--- config.mk ---
export PLATFORM = sky130hd
export DESIGN_NAME = func_hdl_prof_shell
export DESIGN_NICKNAME = d
export VERILOG_FILES = /design/src/rtl/tybec_prof_pkg.sv /design/src/rtl/tybec_fwft_fifo.sv /design/src/rtl/func_hdl_prof_shell.sv
export SDC_FILE = /design/constraint.sdc
export NUM_CORES = 1
export LEC_CHECK = 0
export ABC_AREA = 1
export CAP_MARGIN = 20
export CORE_MARGIN = 1.5
export CORE_UTILIZATION = 35
export CTS_BUF_LIST = sky130_fd_sc_hd__clkbuf_8
export DETAILED_ROUTE_END_ITERATION = 6
export DONT_BUFFER_PORTS = 1
export MAX_ROUTING_LAYER = met4
export SLEW_MARGIN = 10
export SYNTH_ARGS = -nofsm -noshare
export SYNTH_HDL_FRONTEND = slang
export SYNTH_HIERARCHICAL = 1
export SYNTH_SLANG_ARGS = --single-unit
export TNS_END_PERCENT = 100
--- constraint.sdc ---
create_clock -name aclk -period 2.3 [get_ports aclk]
set_clock_uncertainty 0.05 [all_clocks]
set_input_delay 0.23 -clock aclk [delete_from_list [all_inputs] [get_ports aclk]]
set_output_delay 0.23 -clock aclk [all_outputs]
set_load 0.01 [all_outputs]
--- src/rtl/tybec_prof_pkg.sv ---
// Shared types for the TyBEC profiling shell: run-state encoding, report field
// layout and the saturating counter increment.
package tybec_prof_pkg;

  typedef enum logic [1:0] {
    ST_IDLE   = 2'd0,
    ST_RUN    = 2'd1,
    ST_REPORT = 2'd2
  } state_t;

  localparam int PROFCNTW_DEF = 32;
  localparam int CNT_MAXW     = 64;

  // Field order inside the report beat, LSB field first.
  localparam int RPT_CYC     = 0;
  localparam int RPT_IN      = 1;
  localparam int RPT_OUT     = 2;
  localparam int RPT_STALL   = 3;
  localparam int RPT_NFIELDS = 4;

  function automatic logic [CNT_MAXW-1:0] sat_inc(input logic [CNT_MAXW-1:0] val,
                                                  input int unsigned           width);
    logic [CNT_MAXW-1:0] max_v;
    max_v = (64'd1 << width) - 64'd1;
    if (val >= max_v) begin
      return max_v;
    end else begin
      return val + 64'd1;
    end
  endfunction

endpackage

--- src/rtl/tybec_fwft_fifo.sv ---
// First-word-fall-through FIFO: registered storage, head entry visible one
// cycle after it is written.
module tybec_fwft_fifo #(
  parameter int WIDTH = 32,
  parameter int DEPTH = 4
) (
  input  logic             i_clk,
  input  logic             i_rst_n,
  input  logic             i_wr_en,
  input  logic [WIDTH-1:0] i_wr_data,
  input  logic             i_rd_en,
  output logic [WIDTH-1:0] o_rd_data,
  output logic             o_full,
  output logic             o_empty
);

  localparam int AW = $clog2(DEPTH);

  generate
    if ((DEPTH < 2) || ((DEPTH & (DEPTH - 1)) != 0)) begin : g_bad_depth
      $error("tybec_fwft_fifo: DEPTH must be a power of 2 and at least 2");
    end
  endgenerate

  logic [WIDTH-1:0] r_mem [DEPTH];
  logic [AW:0]      r_wptr;
  logic [AW:0]      r_rptr;
  logic             w_wr;
  logic             w_rd;

  // The extra pointer bit separates full from empty when the indices match.
  assign o_empty   = (r_wptr == r_rptr);
  assign o_full    = (r_wptr[AW] != r_rptr[AW]) && (r_wptr[AW-1:0] == r_rptr[AW-1:0]);
  assign w_wr      = i_wr_en & ~o_full;
  assign w_rd      = i_rd_en & ~o_empty;
  assign o_rd_data = r_mem[r_rptr[AW-1:0]];

  // Pointer update
  always_ff @(posedge i_clk or negedge i_rst_n) begin
    if (!i_rst_n) begin
      r_wptr <= {(AW+1){1'b0}};
      r_rptr <= {(AW+1){1'b0}};
    end else begin
      if (w_wr) begin
        r_wptr <= r_wptr + (AW+1)'(1);
      end
      if (w_rd) begin
        r_rptr <= r_rptr + (AW+1)'(1);
      end
    end
  end

  // Storage write
  always_ff @(posedge i_clk or negedge i_rst_n) begin
    if (!i_rst_n) begin
      for (int i = 0; i < DEPTH; i++) begin
        r_mem[i] <= {WIDTH{1'b0}};
      end
    end else if (w_wr) begin
      r_mem[r_wptr[AW-1:0]] <= i_wr_data;
    end
  end

endmodule

--- src/rtl/func_hdl_prof_shell.sv ---
// AXI-stream shell around the TyBEC main kernel: input gating to n_items, FWFT
// output buffer, and (with TY_PROF_REPORT_EN) saturating profile counters sent as a trailing report beat.
module func_hdl_prof_shell
  import tybec_prof_pkg::*;
#(
  parameter int NCH_IN      = 4,
  parameter int NCH_OUT     = 4,
  parameter int CHW         = 32,
  parameter int PROFCNTW    = PROFCNTW_DEF,
  parameter int OFIFO_DEPTH = 4
) (
  input  logic                   aclk,
  input  logic                   aresetn,
  input  logic                   start,
  input  logic [31:0]            n_items,
  input  logic                   s_tvalid,
  input  logic [NCH_IN*CHW-1:0]  s_tdata,
  output logic                   s_tready,
  output logic                   k_ivalid,
  output logic [NCH_IN*CHW-1:0]  k_idata,
  input  logic                   k_iready,
  input  logic                   k_ovalid,
  input  logic [NCH_OUT*CHW-1:0] k_odata,
  output logic                   k_oready,
  output logic                   m_tvalid,
  output logic [NCH_OUT*CHW-1:0] m_tdata,
  output logic                   m_tlast,
  input  logic                   m_tready,
  output logic                   busy,
  output logic                   done
);

  localparam int OW = NCH_OUT * CHW;

  generate
    if ((OW < RPT_NFIELDS * PROFCNTW) || (PROFCNTW > CNT_MAXW)) begin : g_bad_report
      $error("func_hdl_prof_shell: output beat too narrow for the profile report");
    end
  endgenerate

  state_t          r_state;
  state_t          w_state_nxt;
  logic [31:0]     r_n_items;
  logic [31:0]     r_in_cnt;
  logic [31:0]     r_out_cnt;
  logic            w_in_ok;
  logic            w_in_hs;
  logic            w_data_vld;
  logic            w_data_hs;
  logic            w_full;
  logic            w_empty;
  logic [OW-1:0]   w_head;

  assign w_in_ok  = (r_state == ST_RUN) && (r_in_cnt < r_n_items);
  assign k_ivalid = s_tvalid & w_in_ok;
  assign s_tready = k_iready & w_in_ok;
  assign k_idata  = s_tdata;
  assign w_in_hs  = s_tvalid & s_tready;
  assign k_oready = ~w_full;
  assign busy     = (r_state != ST_IDLE);

  // Beats beyond out_cnt stay buffered so they can never leak into the report.
  assign w_data_vld = (r_state == ST_RUN) && !w_empty && (r_out_cnt < r_n_items);
  assign w_data_hs  = w_data_vld & m_tready;

  tybec_fwft_fifo #(
    .WIDTH (OW),
    .DEPTH (OFIFO_DEPTH)
  ) u_ofifo (
    .i_clk     (aclk),
    .i_rst_n   (aresetn),
    .i_wr_en   (k_ovalid),
    .i_wr_data (k_odata),
    .i_rd_en   (w_data_hs),
    .o_rd_data (w_head),
    .o_full    (w_full),
    .o_empty   (w_empty)
  );

  // Run control registers
  always_ff @(posedge aclk or negedge aresetn) begin
    if (!aresetn) begin
      r_state   <= ST_IDLE;
      r_n_items <= 32'd0;
      r_in_cnt  <= 32'd0;
      r_out_cnt <= 32'd0;
    end else begin
      r_state <= w_state_nxt;
      if ((r_state == ST_IDLE) && start) begin
        r_n_items <= n_items;
        r_in_cnt  <= 32'd0;
        r_out_cnt <= 32'd0;
      end else begin
        if (w_in_hs) begin
          r_in_cnt <= r_in_cnt + 32'd1;
        end
        if (w_data_hs) begin
          r_out_cnt <= r_out_cnt + 32'd1;
        end
      end
    end
  end

`ifdef TY_PROF_REPORT_EN
  logic [PROFCNTW-1:0]    r_prof [RPT_NFIELDS];
  logic [RPT_NFIELDS-1:0] w_prof_inc;
  logic [OW-1:0]          w_report;

  // Per-counter increment enables, only meaningful while running
  always_comb begin
    w_prof_inc            = {RPT_NFIELDS{1'b0}};
    w_prof_inc[RPT_CYC]   = (r_state == ST_RUN);
    w_prof_inc[RPT_IN]    = w_in_hs;
    w_prof_inc[RPT_OUT]   = w_data_hs;
    w_prof_inc[RPT_STALL] = w_data_vld & ~m_tready;
  end

  // Saturating profile counters: cleared on start, hold outside RUN
  always_ff @(posedge aclk or negedge aresetn) begin
    if (!aresetn) begin
      for (int i = 0; i < RPT_NFIELDS; i++) begin
        r_prof[i] <= {PROFCNTW{1'b0}};
      end
    end else if ((r_state == ST_IDLE) && start) begin
      for (int i = 0; i < RPT_NFIELDS; i++) begin
        r_prof[i] <= {PROFCNTW{1'b0}};
      end
    end else begin
      for (int i = 0; i < RPT_NFIELDS; i++) begin
        if (w_prof_inc[i]) begin
          r_prof[i] <= PROFCNTW'(sat_inc(CNT_MAXW'(r_prof[i]), PROFCNTW));
        end
      end
    end
  end

  // Report word assembly
  always_comb begin
    w_report = {OW{1'b0}};
    for (int i = 0; i < RPT_NFIELDS; i++) begin
      w_report[i*PROFCNTW +: PROFCNTW] = r_prof[i];
    end
  end

  // Next state and stream outputs
  always_comb begin
    w_state_nxt = r_state;
    m_tvalid    = w_data_vld;
    m_tlast     = 1'b0;
    m_tdata     = w_data_vld ? w_head : {OW{1'b0}};
    done        = 1'b0;
    case (r_state)
      ST_IDLE: begin
        if (start) begin
          w_state_nxt = (n_items == 32'd0) ? ST_REPORT : ST_RUN;
        end else begin
          w_state_nxt = ST_IDLE;
        end
      end
      ST_RUN: begin
        if (r_out_cnt == r_n_items) begin
          w_state_nxt = ST_REPORT;
        end else begin
          w_state_nxt = ST_RUN;
        end
      end
      ST_REPORT: begin
        m_tvalid = 1'b1;
        m_tlast  = 1'b1;
        m_tdata  = w_report;
        done     = m_tready;
        if (m_tready) begin
          w_state_nxt = ST_IDLE;
        end else begin
          w_state_nxt = ST_REPORT;
        end
      end
      default: begin
        w_state_nxt = ST_IDLE;
      end
    endcase
  end
`else
  logic w_is_last;

  assign w_is_last = (r_out_cnt == (r_n_items - 32'd1));

  // Next state and stream outputs; the last data beat closes the run
  always_comb begin
    w_state_nxt = r_state;
    m_tvalid    = w_data_vld;
    m_tlast     = w_data_vld & w_is_last;
    m_tdata     = w_data_vld ? w_head : {OW{1'b0}};
    done        = 1'b0;
    case (r_state)
      ST_IDLE: begin
        if (start && (n_items != 32'd0)) begin
          w_state_nxt = ST_RUN;
        end else begin
          w_state_nxt = ST_IDLE;
        end
        done = start & (n_items == 32'd0);
      end
      ST_RUN: begin
        if (w_data_hs && w_is_last) begin
          w_state_nxt = ST_IDLE;
          done        = 1'b1;
        end else begin
          w_state_nxt = ST_RUN;
        end
      end
      default: begin
        w_state_nxt = ST_IDLE;
      end
    endcase
  end
`endif

endmodule
==> results of run 1 <==
==> metrics by stage <==
stage	worst slack (ns)	cell area, um2	cells
global route	-1.094	43870	6364
floorplan	0.1026	35430	4768
finish	-0.9230	43880	6366
global placement	-0.2401	37680	5912
detailed placement	-0.2705	37680	5912
CTS	-0.9290	43300	6333
==> worst paths after layout <==
check	start	slack, ns	end	cells after the start
setup / recovery	r_n_items[29]$_DFFE_PN0P_	-0.92	m_tdata[92]	12
hold / removal	aresetn	-0.88	u_ofifo/r_mem[216]$_DFFE_PN0P_	0
setup reg to reg	r_n_items[30]$_DFFE_PN0P_	-0.37	r_out_cnt[28]$_DFFE_PN0P_	16
hold reg to reg	u_ofifo/r_mem[305]$_DFFE_PN0P_	0.41	u_ofifo/r_mem[305]$_DFFE_PN0P_	2
max in group asynchronous	aresetn	1.92	u_ofifo/r_mem[151]$_DFFE_PN0P_	0
min in group aclk	k_ovalid	-0.44	u_ofifo/r_mem[166]$_DFFE_PN0P_	2
==> cells in the final DEF, fill, tap and decap left out, types with 13 or more instances in the layout <==
cell type / synthesis / layout
nand2_1: 1432 / 1412
o21ai_1: 30 / 43
o21ai_0: 302 / 286
ha_1: 71 / 52
ha_4: 0 / 18
diode_2: 0 / 22
inv_2: 4 / 18
dlygate4sd3_1: 0 / 186
buf_6: 24 / 27
nor2_4: 5 / 79
buf_12: 0 / 59
nand2_2: 5 / 21
inv_1: 266 / 292
dfrtp_1: 615 / 610
buf_4: 140 / 279
nand3_1: 98 / 91
nor2_1: 565 / 446
xnor2_1: 28 / 28
buf_16: 0 / 13
xor2_1: 50 / 50
a21oi_1: 37 / 32
nor3_1: 39 / 37
clkbuf_8: 0 / 132
nand4_1: 554 / 554
nor4_1: 20 / 20
nor2_2: 3 / 48
o22ai_1: 128 / 128
==> registers in the layout (all words and copies together), names as in the netlist <==
signal          count
r_out_cnt          32
u_ofifo/r_mem     512
r_n_items          32
u_ofifo/r_rptr      3
u_ofifo/r_wptr      3
r_state             1
r_in_cnt           32
==> layer usage <==
| metal | part of all wire (%) | GRT usage, % |
|---|---|---|
| met5 | 0 | - |
| met4 | 3.1 | 8.952 |
| met3 | 7.6 | 4.187 |
| met2 | 46 | 36.71 |
| met1 | 43 | 31.75 |
==> area by class of cell <==
cell class              instances  share of cell area (%)
multi-input cells            3396                   39.89
flip-flops and latches        615                   35.10
repair buffers                574                   13.81
clock buffers                 132                   4.140
well taps                    1298                   3.701
inverters                     271                   2.347
clock inverters                58                  0.8896
diodes                         22                  0.1255
==> power breakdown <==
part	internal, mW	switching (mW)	total (mW)
Combinational	15.8	24.4	40.1
Clock	5.64	4.95	10.6
Sequential	15.7	2.77	18.4
==> logic make-up (layout without fill, tap and decap cells) <==
group	after synthesis	in the layout
and+or+nand+nor	2741	2741
buffers and inverters	757	1035
DFF	615	615
AOI/OAI and AO/OA	505	505
xor gates and xnor gates	79	79
adders and majority gates	71	71
other	0	22
==> repair_timing <==
action	CTS	global route
pin swaps	22	23
hold endpoints to repair	1200	1121
buffers inserted	31	9
resized for setup	244	108
setup endpoints to repair	189	224
gates cloned	14	5
==> impl_metrics.json, run 1 <==
{
  "synth_top_area_cell": "dfrtp_1",
  "die_h_um": 321.2,
  "routed_wirelength_mm": 123.8,
  "synth_compound_area_share_pct": 7.642,
  "path_clk_slew_ns": 0.06,
  "drc": 0,
  "die_x_um": 321.2,
  "cts_buffers": 114,
  "groute.usage.overall_pct": 24.00,
  "slew_viol_final": 0,
  "synth_mux_area_share_pct": 0,
  "wl_per_cell_um": 19.44,
  "regArea_um2": 15400,
  "critical_path_buf_inv_count": 4,
  "finalCriticalPeriod_ns": 3.223,
  "grt_pass1_wl_mm": 192.5,
  "synth.distinct_cells": 38,
  "p_per_area_nw_per_um2": 1576,
  "cts_tree": "done",
  "cts_hold_buf": 186,
  "synthTopCellsByArea": "dfrtp_1 (43%), nand2_1 (15%), nand4_1 (9.8%), nor2_1 (6.0%), o21ai_0 (4.3%)",
  "insertion_delay_ns": 0.78,
  "via_per_inst": 5.396,
  "layout-drive-gt1-share_pct": 15.12,
  "hp-class": "input port to async pin",
  "path_delay_family": "simple AND/OR/NAND/NOR gates",
  "crit_chain": "inv_1 -> ha_1 -> a21oi_1 -> nor2_1 -> nor3b_2 -> nand2_1 -> nor2_2 -> nand3_4 -> buf_12 -> buf_12 -> buf_16 -> nor2_4",
  "cts_sinks": 615,
  "yosys.area_share.simple_pct": 34.05,
  "syn-num-nets": 5134,
  "syn_inst": 4768,
  "synth_top_family_by_area": "simple AND/OR/NAND/NOR gates",
  "tightest_slew_ns": 1.410,
  "yosys.area_share.adder_pct": 2.507,
  "grt_pass1_vias": 33250,
  "p_total_mw": 69.16,
  "fillCellCount": 9963,
  "synth_most_common_cell": "nand2_1",
  "synthArstFlopShare_pct": 100.0,
  "synth-edff-count": 0,
  "nets": 5338,
  "synth.avg_cell_area_um2": 7.431,
  "grt_max_degree": 616,
  "cpMostUsedCell": "buf_12",
  "whs_ns": -0.8764,
  "cap_violations": 0,
  "cts-root-buf": "clkbuf_8",
  "clockBufferDepth": 3,
  "drtIter0Drc": 3658,
  "multi_input_area_um2": 17500,
  "hold_viol": 823,
  "fin_setup_tns_ns": -128.64,
  "worst-setup-path-type": "register to primary output",
  "fin_ws_ns": -0.9230,
  "fmax_ghz": 0.3103,
  "antenna_found_initial": 20,
  "yosysWarnings": 6,
  "place_hpwl_mm": 71.18,
  "cp.required_ns": 2.02,
  "end_kind": "primary output",
  "synth_flop_cell": "dfrtp_1",
  "area_delta_synth_final_pct": 23.84,
  "grt_setup_unrepaired": "yes",
  "cp-start-kind": "register",
  "syn_area_um2": 35430,
  "leakagePower_nw": 21.50,
  "crit_path_max_incr_delay_ns": 0.35,
  "synth_xor_area_share_pct": 1.974,
  "timing.final.crit_share_pct": 140.1,
  "ir_drop_mv": 1.183,
  "critPathSlowestCell": "dfrtp_1",
  "outcome": "finished with violations",
  "core_area_um2": 100100,
  "ant_nets": 0,
  "overflow": 0,
  "die_area_um2": 103200,
  "ys_ff_latch": 615,
  "cp_max_fo": 7,
  "gp_congestion": 0.9374,
  "seq_area_frac_synth_pct": 43.44,
  "rows": 116,
  "vias": 34350,
  "yosysTopAreaCellShare_pct": 43.44,
  "finalSetupViolCount": 201,
  "portBuffers": 0,
  "relSlewSlack_pct": 5.999,
  "dr.pass1.iters": 6,
  "final_core_util_pct": 43.82,
  "synth_common_cells": "nand2_1 (1,432), dfrtp_1 (615), nor2_1 (565)",
  "io_pins": 558,
  "cp.arrival_ns": 2.94,
  "start_util_pct": 35.38,
  "violations": "hold timing, setup timing",
  "h-tree-depth": 3
}
Power figures use the tool's default switching activity.
==> run 2: changes to the inputs <==
- CORE_UTILIZATION: 35 -> 36
==> impl_metrics.json, run 2 (synthesis gave the netlist of run 1 again) <==
{
  "outcome": "finished with violations",
  "violations": "hold timing, setup timing",
  "hold_viol": 683,
  "gp_congestion": 0.9247,
  "cap_violations": 0,
  "place_ws_ns": -0.2506,
  "fin_ws_ns": -0.9425,
  "final_common_cell": "nand2_1",
  "grt_pass1_vias": 33410,
  "fmax_ghz": 0.3084,
  "p_per_area_nw_per_um2": 1567,
  "hp-class": "input port to async pin",
  "tightest_slew_ns": 1.344,
  "wl_met3_mm": 9.940,
  "drc": 0,
  "grt_pass1_wl_mm": 189.5,
  "routed.top_layer": "met4",
  "p_total_mw": 69.51,
  "wl_met1_mm": 54.21,
  "cts-root-buf": "clkbuf_8",
  "cts_sinks": 615,
  "dp.cells": 5892,
  "nets": 5378,
  "regArea_um2": 15400,
  "ir_drop_mv": 1.562,
  "worst-setup-path-type": "register to primary output",
  "finalSetupViolCount": 206,
  "leakagePower_nw": 21.59,
  "place_hpwl_mm": 69.77,
  "insertion_delay_ns": 0.79,
  "groute.usage.overall_pct": 24.40,
  "whs_ns": -0.8397,
  "timing.final.crit_share_pct": 141.0,
  "antenna_found_initial": 15,
  "cp.required_ns": 2.02,
  "end_kind": "primary output",
  "wl_per_cell_um": 19.57,
  "overflow": 0,
  "cts_buffers": 112,
  "wl_met2_mm": 57.18,
  "io_pins": 558,
  "vias": 34940,
  "h-tree-depth": 3,
  "cp_max_fo": 7,
  "fin_setup_tns_ns": -116.01,
  "cp-start-kind": "register",
  "area_delta_synth_final_pct": 25.16,
  "core_area_um2": 97140,
  "grt_setup_unrepaired": "yes",
  "cts_tree": "done",
  "fin_cells": 6389,
  "slew_viol_final": 0,
  "routed_wirelength_mm": 125.1,
  "drtIter0Drc": 3505,
  "die_h_um": 316.7,
  "die_area_um2": 100300,
  "ant_nets": 0,
  "grt_max_degree": 616,
  "die_x_um": 316.7,
  "fillCellCount": 9558,
  "cp.arrival_ns": 2.96,
  "final_core_util_pct": 45.65,
  "start_util_pct": 36.48,
  "rows": 114,
  "via_per_inst": 5.468,
  "portBuffers": 0,
  "dr.pass1.iters": 6,
  "layout-drive-gt1-share_pct": 16.02,
  "finalCriticalPeriod_ns": 3.243,
  "largest_reg_flops": 512,
  "multi_input_area_um2": 17660,
  "relSlewSlack_pct": 10.38,
  "clockBufferDepth": 3,
  "top_register": "u_ofifo/r_mem",
  "layout_common_cells": "nand2_1 (1,401), dfrtp_1 (611), nand4_1 (554), nor2_1 (417), inv_1 (304)",
  "path_clk_slew_ns": 0.06
}
[run 2: per-layer routing]
metal,vias to the layer above,GRT usage (%)
met5,-,-
li1,16300,-
met1,16920,32.66
met4,0,9.015
met2,1437,36.83
met3,276,4.395
[run 2: layout make-up]
cell class / instances / area share, %
Sequential cell: 615 / 34.73
Timing Repair Buffer: 616 / 14.58
Tap cell: 1276 / 3.600
Multi-Input combinational cell: 3396 / 39.81
Clock buffer: 129 / 4.004
Inverter: 271 / 2.350
Antenna cell: 20 / 0.1129
Clock inverter: 66 / 0.8070
[run 2: repair_timing]
| item | in CTS | in global routing |
|---|---|---|
| setup buffers | 20 | 20 |
| hold endpoints to repair | 1203 | 1079 |
| pin swaps | 35 | 42 |
| hold buffers | 229 | 1 |
| cloned | 5 | 16 |
| gates resized for setup | 208 | 245 |
| setup endpoints to repair | 194 | 229 |
[run 2: worst paths after layout]
check                                                  to  cells after the start                           start  slack (ns)
setup / recovery                                  m_tlast                     13        r_n_items[4]$_DFFE_PN0P_       -0.94
hold / removal             u_ofifo/r_mem[404]$_DFFE_PN0P_                      0                         aresetn       -0.84
setup reg to reg                r_out_cnt[19]$_DFFE_PN0P_                     19        r_n_items[1]$_DFFE_PN0P_       -0.15
hold reg to reg            u_ofifo/r_mem[290]$_DFFE_PN0P_                      2  u_ofifo/r_mem[290]$_DFFE_PN0P_        0.41
max in group asynchronous  u_ofifo/r_mem[219]$_DFFE_PN0P_                      0                         aresetn        2.01
min in group aclk          u_ofifo/r_mem[203]$_DFFE_PN0P_                      2                        k_ovalid       -0.38
[run 2: metrics by stage]
step / instance area (um2) / hold slack, ns
2_1_floorplan: 35430 / -0.1156
3_3_place_gp: 37570 / -0.07690
3_5_place_dp: 37570 / -0.05366
4_1_cts: 42920 / -0.9425
5_1_grt: 44340 / -0.8990
6_report: 44350 / -0.8397
[run 2: worst max-delay path, cell delays in order, from the launching register on]
cell and delay (ns):
dfrtp_1 0.44, buf_6 0.16, nor2_4 0.13, nand2_4 0.08, nor2_8 0.18, nand4_1 0.17
nand2_1 0.12, nand4_1 0.10, nor2_2 0.18, nand3_2 0.12, nor2_4 0.16, nand3_2 0.09
nor2_1 0.12, buf_4 0.13
[run 2: power breakdown]
| group | total [mW] | switching, mW | internal, mW | leakage (nW) |
|---|---|---|---|---|
| clock network | 10.2 | 4.95 | 5.22 | 1.28 |
| registers | 18.4 | 2.72 | 15.7 | 7.77 |
| logic | 41.0 | 24.9 | 16.1 | 12.5 |
